==> config.mk <==
export PLATFORM = sky130hd
export DESIGN_NAME = coin_scheduler
export DESIGN_NICKNAME = d
export VERILOG_FILES = /design/src/rtl/coin_pkg.sv /design/src/rtl/coin_slot.sv /design/src/rtl/coin_scheduler.sv
export SDC_FILE = /design/constraint.sdc
export NUM_CORES = 1
export LEC_CHECK = 0
export ABC_AREA = 1
export CAP_MARGIN = 10
export CELL_PAD_IN_SITES_DETAIL_PLACEMENT = 1
export CELL_PAD_IN_SITES_GLOBAL_PLACEMENT = 2
export CORE_MARGIN = 2
export CORE_UTILIZATION = 33
export DETAILED_ROUTE_END_ITERATION = 8
export PLACE_DENSITY_LB_ADDON = 0.05
export SYNTH_ARGS = -nofsm -noshare
export SYNTH_HDL_FRONTEND = slang
export SYNTH_SLANG_ARGS = --single-unit
export TNS_END_PERCENT = 50
==> constraint.sdc <==
create_clock -name clk_pixel -period 9.5 [get_ports clk_pixel]
set_clock_uncertainty 0.05 [all_clocks]
set_input_delay 1.9 -clock clk_pixel [delete_from_list [all_inputs] [get_ports clk_pixel]]
set_output_delay 1.9 -clock clk_pixel [all_outputs]
set_load 0.05 [all_outputs]
==> src/rtl/coin_pkg.sv <==
// Shared types and constants for the coin pop-up scheduler.
package coin_pkg;

  localparam int unsigned COIN_MAX = 99;
  localparam int unsigned SubW     = 8;

  typedef enum logic [1:0] {
    StIdle,
    StRise,
    StFall,
    StDone
  } slot_state_t;

  typedef struct packed {
    logic [12:0]     x;
    logic [9:0]      y;
    logic [9:0]      y_home;
    logic [9:0]      y_top;
    logic [SubW-1:0] sub;
    logic [1:0]      frame;
  } coin_slot_t;

endpackage

==> src/rtl/coin_slot.sv <==
// One coin animation slot: rises to y_top, falls back to y_home, then waits in
// DONE until the retire arbiter grants it.
module coin_slot
  import coin_pkg::*;
#(
  parameter int unsigned RISE_PX       = 32,
  parameter int unsigned FRAMES_PER_PX = 2,
  parameter int unsigned ANIM_DIV      = 4
) (
  input  logic        clk_i,
  input  logic        rst_i,
  input  logic        new_frame_i,
  input  logic        spawn_i,
  input  logic [12:0] spawn_x_i,
  input  logic [9:0]  spawn_y_i,
  input  logic        grant_i,
  output slot_state_t state_o,
  output coin_slot_t  slot_o
);

  localparam logic [SubW-1:0] SubLast  = SubW'(FRAMES_PER_PX - 1);
  localparam logic [7:0]      AnimLast = 8'(ANIM_DIV - 1);
  localparam logic [9:0]      RisePx   = 10'(RISE_PX);

  slot_state_t state_q, state_d;
  coin_slot_t  slot_q, slot_d;
  logic [7:0]  anim_q, anim_d;

  always_comb begin
    state_d = state_q;
    slot_d  = slot_q;
    anim_d  = anim_q;
    case (state_q)
      StIdle: begin
        if (spawn_i) begin
          state_d       = StRise;
          slot_d.x      = spawn_x_i;
          slot_d.y      = spawn_y_i;
          slot_d.y_home = spawn_y_i;
          slot_d.y_top  = (spawn_y_i >= RisePx) ? spawn_y_i - RisePx : '0;
          slot_d.sub    = '0;
          slot_d.frame  = '0;
          anim_d        = '0;
        end
      end
      StRise: begin
        if (new_frame_i) begin
          // Already at the apex on entry (clamped spawn near the top): turn around.
          if (slot_q.y == slot_q.y_top) begin
            state_d    = StFall;
            slot_d.sub = '0;
          end else if (slot_q.sub == SubLast) begin
            slot_d.sub = '0;
            slot_d.y   = slot_q.y - 10'd1;
            if (slot_d.y == slot_q.y_top) state_d = StFall;
          end else begin
            slot_d.sub = slot_q.sub + 1'b1;
          end
        end
      end
      StFall: begin
        if (new_frame_i) begin
          if (slot_q.y == slot_q.y_home) begin
            state_d    = StDone;
            slot_d.sub = '0;
          end else if (slot_q.sub == SubLast) begin
            slot_d.sub = '0;
            slot_d.y   = slot_q.y + 10'd1;
            if (slot_d.y == slot_q.y_home) state_d = StDone;
          end else begin
            slot_d.sub = slot_q.sub + 1'b1;
          end
        end
      end
      StDone: begin
        if (grant_i) state_d = StIdle;
      end
      default: state_d = StIdle;
    endcase

    if (new_frame_i && (state_q == StRise || state_q == StFall)) begin
      if (anim_q == AnimLast) begin
        anim_d       = '0;
        slot_d.frame = slot_q.frame + 2'd1;
      end else begin
        anim_d = anim_q + 8'd1;
      end
    end
  end

  always_ff @(posedge clk_i or posedge rst_i) begin
    if (rst_i) begin
      state_q <= StIdle;
      slot_q  <= '0;
      anim_q  <= '0;
    end else begin
      state_q <= state_d;
      slot_q  <= slot_d;
      anim_q  <= anim_d;
    end
  end

  assign state_o = state_q;
  assign slot_o  = slot_q;

endmodule

==> src/rtl/coin_scheduler.sv <==
// Coin animation scheduler: allocates slots to block hits, retires finished
// coins round-robin onto the score port, and serves renderer slot queries.
module coin_scheduler
  import coin_pkg::*;
#(
  parameter  int unsigned NUM_SLOTS     = 4,
  parameter  int unsigned RISE_PX       = 32,
  parameter  int unsigned FRAMES_PER_PX = 2,
  parameter  int unsigned ANIM_DIV      = 4,
  localparam int unsigned IdxW          = $clog2(NUM_SLOTS)
) (
  input  logic            clk_pixel,
  input  logic            sys_rst,
  input  logic            new_frame,
  input  logic            hit_valid,
  output logic            hit_ready,
  input  logic [12:0]     hit_x,
  input  logic [9:0]      hit_y,
  input  logic [IdxW-1:0] rd_idx,
  output logic            rd_active,
  output logic [12:0]     rd_x,
  output logic [9:0]      rd_y,
  output logic [1:0]      rd_frame,
  output logic            score_pulse,
  output logic [6:0]      coin_count,
  output logic            life_up
);

  slot_state_t          state [NUM_SLOTS];
  coin_slot_t           slot  [NUM_SLOTS];
  logic [NUM_SLOTS-1:0] idle, done, spawn, grant;
  logic                 found, grant_vld;
  logic [IdxW-1:0]      grant_idx, idx, ptr_q, ptr_d;
  logic [6:0]           count_q, count_d;
  logic                 score_q, life_q, life_d;
  logic                 rd_active_q, rd_active_d;
  logic [12:0]          rd_x_q;
  logic [9:0]           rd_y_q;
  logic [1:0]           rd_frame_q;

  for (genvar i = 0; i < NUM_SLOTS; i++) begin : g_slot
    assign idle[i] = (state[i] == StIdle);
    assign done[i] = (state[i] == StDone);

    coin_slot #(
      .RISE_PX      (RISE_PX),
      .FRAMES_PER_PX(FRAMES_PER_PX),
      .ANIM_DIV     (ANIM_DIV)
    ) u_slot (
      .clk_i      (clk_pixel),
      .rst_i      (sys_rst),
      .new_frame_i(new_frame),
      .spawn_i    (spawn[i]),
      .spawn_x_i  (hit_x),
      .spawn_y_i  (hit_y),
      .grant_i    (grant[i]),
      .state_o    (state[i]),
      .slot_o     (slot[i])
    );
  end

  assign hit_ready = |idle;

  // Lowest-index idle slot takes the hit.
  always_comb begin
    spawn = '0;
    found = 1'b0;
    for (int unsigned i = 0; i < NUM_SLOTS; i++) begin
      if (idle[i] && !found) begin
        spawn[i] = hit_valid;
        found    = 1'b1;
      end
    end
  end

  always_comb begin
    grant_vld = 1'b0;
    grant_idx = ptr_q;
    idx       = '0;
    for (int unsigned off = 0; off < NUM_SLOTS; off++) begin
      idx = ptr_q + IdxW'(off);
      if (!grant_vld && done[idx]) begin
        grant_vld = 1'b1;
        grant_idx = idx;
      end
    end
    grant            = '0;
    grant[grant_idx] = grant_vld;
    ptr_d            = grant_vld ? grant_idx + 1'b1 : ptr_q;
  end

  always_comb begin
    count_d = count_q;
    life_d  = 1'b0;
    if (grant_vld) begin
      if (count_q == 7'(COIN_MAX)) begin
        count_d = '0;
        life_d  = 1'b1;
      end else begin
        count_d = count_q + 7'd1;
      end
    end
    rd_active_d = (state[rd_idx] == StRise) || (state[rd_idx] == StFall);
  end

  always_ff @(posedge clk_pixel or posedge sys_rst) begin
    if (sys_rst) begin
      ptr_q       <= '0;
      count_q     <= '0;
      score_q     <= 1'b0;
      life_q      <= 1'b0;
      rd_active_q <= 1'b0;
      rd_x_q      <= '0;
      rd_y_q      <= '0;
      rd_frame_q  <= '0;
    end else begin
      ptr_q       <= ptr_d;
      count_q     <= count_d;
      score_q     <= grant_vld;
      life_q      <= life_d;
      rd_active_q <= rd_active_d;
      rd_x_q      <= slot[rd_idx].x;
      rd_y_q      <= slot[rd_idx].y;
      rd_frame_q  <= slot[rd_idx].frame;
    end
  end

  assign score_pulse = score_q;
  assign coin_count  = count_q;
  assign life_up     = life_q;
  assign rd_active   = rd_active_q;
  assign rd_x        = rd_x_q;
  assign rd_y        = rd_y_q;
  assign rd_frame    = rd_frame_q;

endmodule
==> metrics.md <==
| Metric | Value |
|---|---|
| Status | `finished, final reports clean` |
| Largest net degree at the start of global routing | `162` |
| Post-route minimum period | `4537 ps` |
| RSZ-0062 raised after global routing | `no` |
| CTS sink count | `289` |
| Gr usage total | `0.2295` |
| Clock Latency Late Sink | `570 ps` |
| CP endpoint kind | `output port` |
| Most frequent CP cell | `inv_1` |
| Worst hold slack | `427.9 ps` |
| Sequential area share after synthesis | `0.4054` |
| Detailed-route wire length | `63560 µm` |
| Max-cap violations | `0` |
| Fin nets | `2534` |
| Root Buffer | `clkbuf_16` |
| Crit share post-route | `0.4776` |
| Worst EP required | `7550 ps` |
| Worst Path Arrival | `2590 ps` |
| Place WS | `4459 ps` |
| Drt pass-1 iters | `4` |
| Vias in the first global route | `17210` |
| Most frequent cells in the layout | `nand2_1 (680), dfrtp_1 (289), o21ai_0 (259)` |
| Prevailing post-synth register cell | `dfrtp_1` |
| DIE WIDTH | `236.5 µm` |
| Synth cell types | `50` |
| DP Wirelength | `46100 µm` |
| Clock slew at reported path FFs | `50 ps` |
| CTS Hold Buffers Added | `0` |
| CTS H-tree depth | `2` |
| PnR worst setup slack | `4963 ps` |
| FF/Latch Area | `7232 µm²` |
| GP Congestion | `0.8428` |
| Post_cts resized | `0` |
| Slew Limit Headroom | `0.3312` |
| Post-synth EDFFs | `0` |
| Post-Syn Area | `17840 µm²` |
| ANT nets after route | `0` |
| Async SR Flop Fraction | `1.000` |
| Vias/cell | `5.115` |
| Max-slew violation count | `0` |
| Syn nets | `2511` |
| Area grow syn2layout | `14.16%` |
| Die Y | `236.5 µm` |
| Leakage power | `9.668 nW` |
| Commonest non-fill, non-tap cell in the layout | `nand2_1` |
| FMAX | `220.4 MHz` |
| Maximum vdd drop | `0.1638 mV` |
| TNS Setup | `0 ps` |
| CTS buffer count | `40` |
| Cell row count | `85` |
| Min-Delay Path Depth | `2` |
| Fin. Hold Viols | `0` |
| Critical path cell sequence | `inv_1 > ha_1 > inv_1 > nand3_1 > clkdlybuf4s50_1` |
| Clk buf depth | `3` |
| Startpoint types | `register` |
| I/O pin count | `65` |
| Die area | `55930 µm²` |
| Slowest stage cell, crit path | `clkdlybuf4s50_1` |
| Yosys reg bits | `289` |
| I/O Buffers | `64` |
| Filler cell count | `6678` |
| Post-CTS Setup Bufs | `0` |
| Multi-input logic area | `9173 µm²` |
| Core ar. | `53600 µm²` |
| CP max stage delay | `820 ps` |
| Finish-stage setup viols | `0` |
| Congestion Overflow GR | `0` |
| Syn Area/Cell | `7.314 µm²` |
| Finished Core Util | `0.3799` |
| Number of DRC markers in iteration 0 | `915` |
| Worst Hold Class | `register to register` |
| Yosys warnings | `0` |
| PwrDens | `365.5 nW/µm²` |
| First-pass GRT wire length | `100400 µm` |
| Max FO, Critical Path | `4` |
| Synthesized instance count | `2439` |
| Avg WL per Cell | `19.94 µm` |
| CTS tree | `built` |
| Share of layout cells above drive strength 1 | `0.06305` |
| Antenna violations before repair | `0` |
| Vias | `16300` |
| Reg2reg path depth | `14` |
| DRC | `0` |
| Initial Utilization | `0.3328` |
| Worst-Margin Slew | `997.8 ps` |
| CP Class | `register to output port` |
[layer usage]
metal  GRT usage  up-vias  part of all wire
met5           0        -                 0
met1      0.3070     8015              0.47
met2      0.3848      227              0.47
li1            -     7961                 -
met3     0.02728       97             0.031
met4     0.07806        0             0.034
[path summary, 6_finish.rpt]
| kind | startpoint | end | slack (ps) |
|---|---|---|---|
| min | g_slot[2].u_slot.slot_o[43] | g_slot[2].u_slot.slot_o[43] | 430 |
| max | g_slot[2].u_slot.state_o[0] | hit_ready | 4960 |
| min reg2reg | g_slot[2].u_slot.slot_o[43] | g_slot[2].u_slot.slot_o[43] | 430 |
| min in group asynchronous | sys_rst | g_slot[2].u_slot.anim_q[7] | 1830 |
| max in group asynchronous | sys_rst | coin_count[5] | 6100 |
| max reg2reg | g_slot[1].u_slot.state_o[0] | g_slot[2].u_slot.slot_o[37] | 6120 |
[synthesized netlist by cell type, types with 2 or more instances]
| cell | instances | area [µm²] |
|---|---|---|
| a21oi_1 | 93 | 465.5 |
| a21oi_2 | 4 | 35.03 |
| a22o_1 | 2 | 17.52 |
| a31o_2 | 3 | 26.28 |
| a31oi_1 | 3 | 18.77 |
| a32o_1 | 3 | 30.03 |
| and2_1 | 2 | 12.51 |
| and3_1 | 2 | 12.51 |
| buf_1 | 2 | 7.510 |
| buf_2 | 28 | 140.1 |
| buf_4 | 10 | 75.07 |
| buf_6 | 6 | 67.56 |
| clkbuf_1 | 51 | 191.4 |
| clkinv_1 | 3 | 11.26 |
| dfrtp_1 | 289 | 7232 |
| ha_1 | 43 | 538.0 |
| inv_1 | 239 | 897.1 |
| inv_2 | 12 | 45.04 |
| mux2i_1 | 3 | 30.03 |
| nand2_1 | 680 | 2552 |
| nand2_2 | 8 | 50.05 |
| nand3_1 | 132 | 660.6 |
| nand3_2 | 3 | 30.03 |
| nand3b_1 | 12 | 90.09 |
| nand4_1 | 44 | 275.3 |
| nor2_1 | 208 | 780.8 |
| nor2_2 | 17 | 106.4 |
| nor2_4 | 4 | 45.04 |
| nor3_1 | 25 | 125.1 |
| nor3_2 | 2 | 20.02 |
| nor4_1 | 4 | 25.02 |
| o211ai_1 | 2 | 15.01 |
| o21ai_0 | 259 | 1296 |
| o21ai_1 | 13 | 65.06 |
| o21ai_2 | 12 | 105.1 |
| o21bai_1 | 3 | 22.52 |
| o22ai_1 | 53 | 331.6 |
| o32ai_1 | 3 | 26.28 |
| or2_2 | 6 | 37.54 |
| xnor2_1 | 44 | 385.4 |
| xor2_1 | 98 | 858.3 |
[layout make-up]
cell class | count | area share
clock inverters | 12 | 0.008232
well taps | 696 | 0.04276
inverters | 254 | 0.04700
multi-input cells | 1798 | 0.4504
clock buffers | 58 | 0.05843
flip-flops and latches | 289 | 0.3551
repair buffers | 79 | 0.03797
diodes | 1 | 0.0001229
[critical path: cells and delay by family (launching register included)]
| kind | cells | cell delay [ps] |
|---|---|---|
| buffers and inverters | 3 | 1180 |
| flip-flops | 1 | 420 |
| adder cells (fa/ha/maj) | 1 | 250 |
| AND/OR/NAND/NOR | 1 | 180 |
[registers in the layout (all words and copies together), names as in the netlist]
register and flops:
g_slot.u_slot.slot_o 212, g_slot.u_slot.anim_q 32, rd_x 13, rd_y 10
g_slot.u_slot.state_o 8, coin_count 7, ptr_q 2, rd_frame 2
life_up 1, rd_active 1, score_pulse 1
[power by group]
| group | total [W] | internal, W | switching, W |
|---|---|---|---|
| logic | 0.00370 | 0.00118 | 0.00252 |
| clock network | 0.00157 | 0.000974 | 0.000600 |
| registers | 0.00217 | 0.00168 | 0.000492 |
| total | 0.00744 | 0.00383 | 0.00361 |
[logic make-up (layout without fill, tap and decap cells)]
logic type,count (synthesis),after routing,synth area share
fa+ha+maj,43,43,0.03016
mux,3,3,0.001683
xor+xnor,143,143,0.07063
compound gates,457,457,0.1398
flops,289,289,0.4054
other cells,0,1,0
simple gates,1152,1152,0.2716
buf+inv,352,403,0.08073
[metrics by stage]
step / power [W] / instances / cell area [µm²]
floorplan: 0.004768 / 2439 / 17840
global placement: 0.005836 / 3116 / 19010
detailed placement: 0.005907 / 3116 / 19010
CTS: 0.007538 / 3186 / 20360
global route: 0.008077 / 3186 / 20360
finish: 0.007443 / 3187 / 20370
Power figures use the tool's default switching activity.
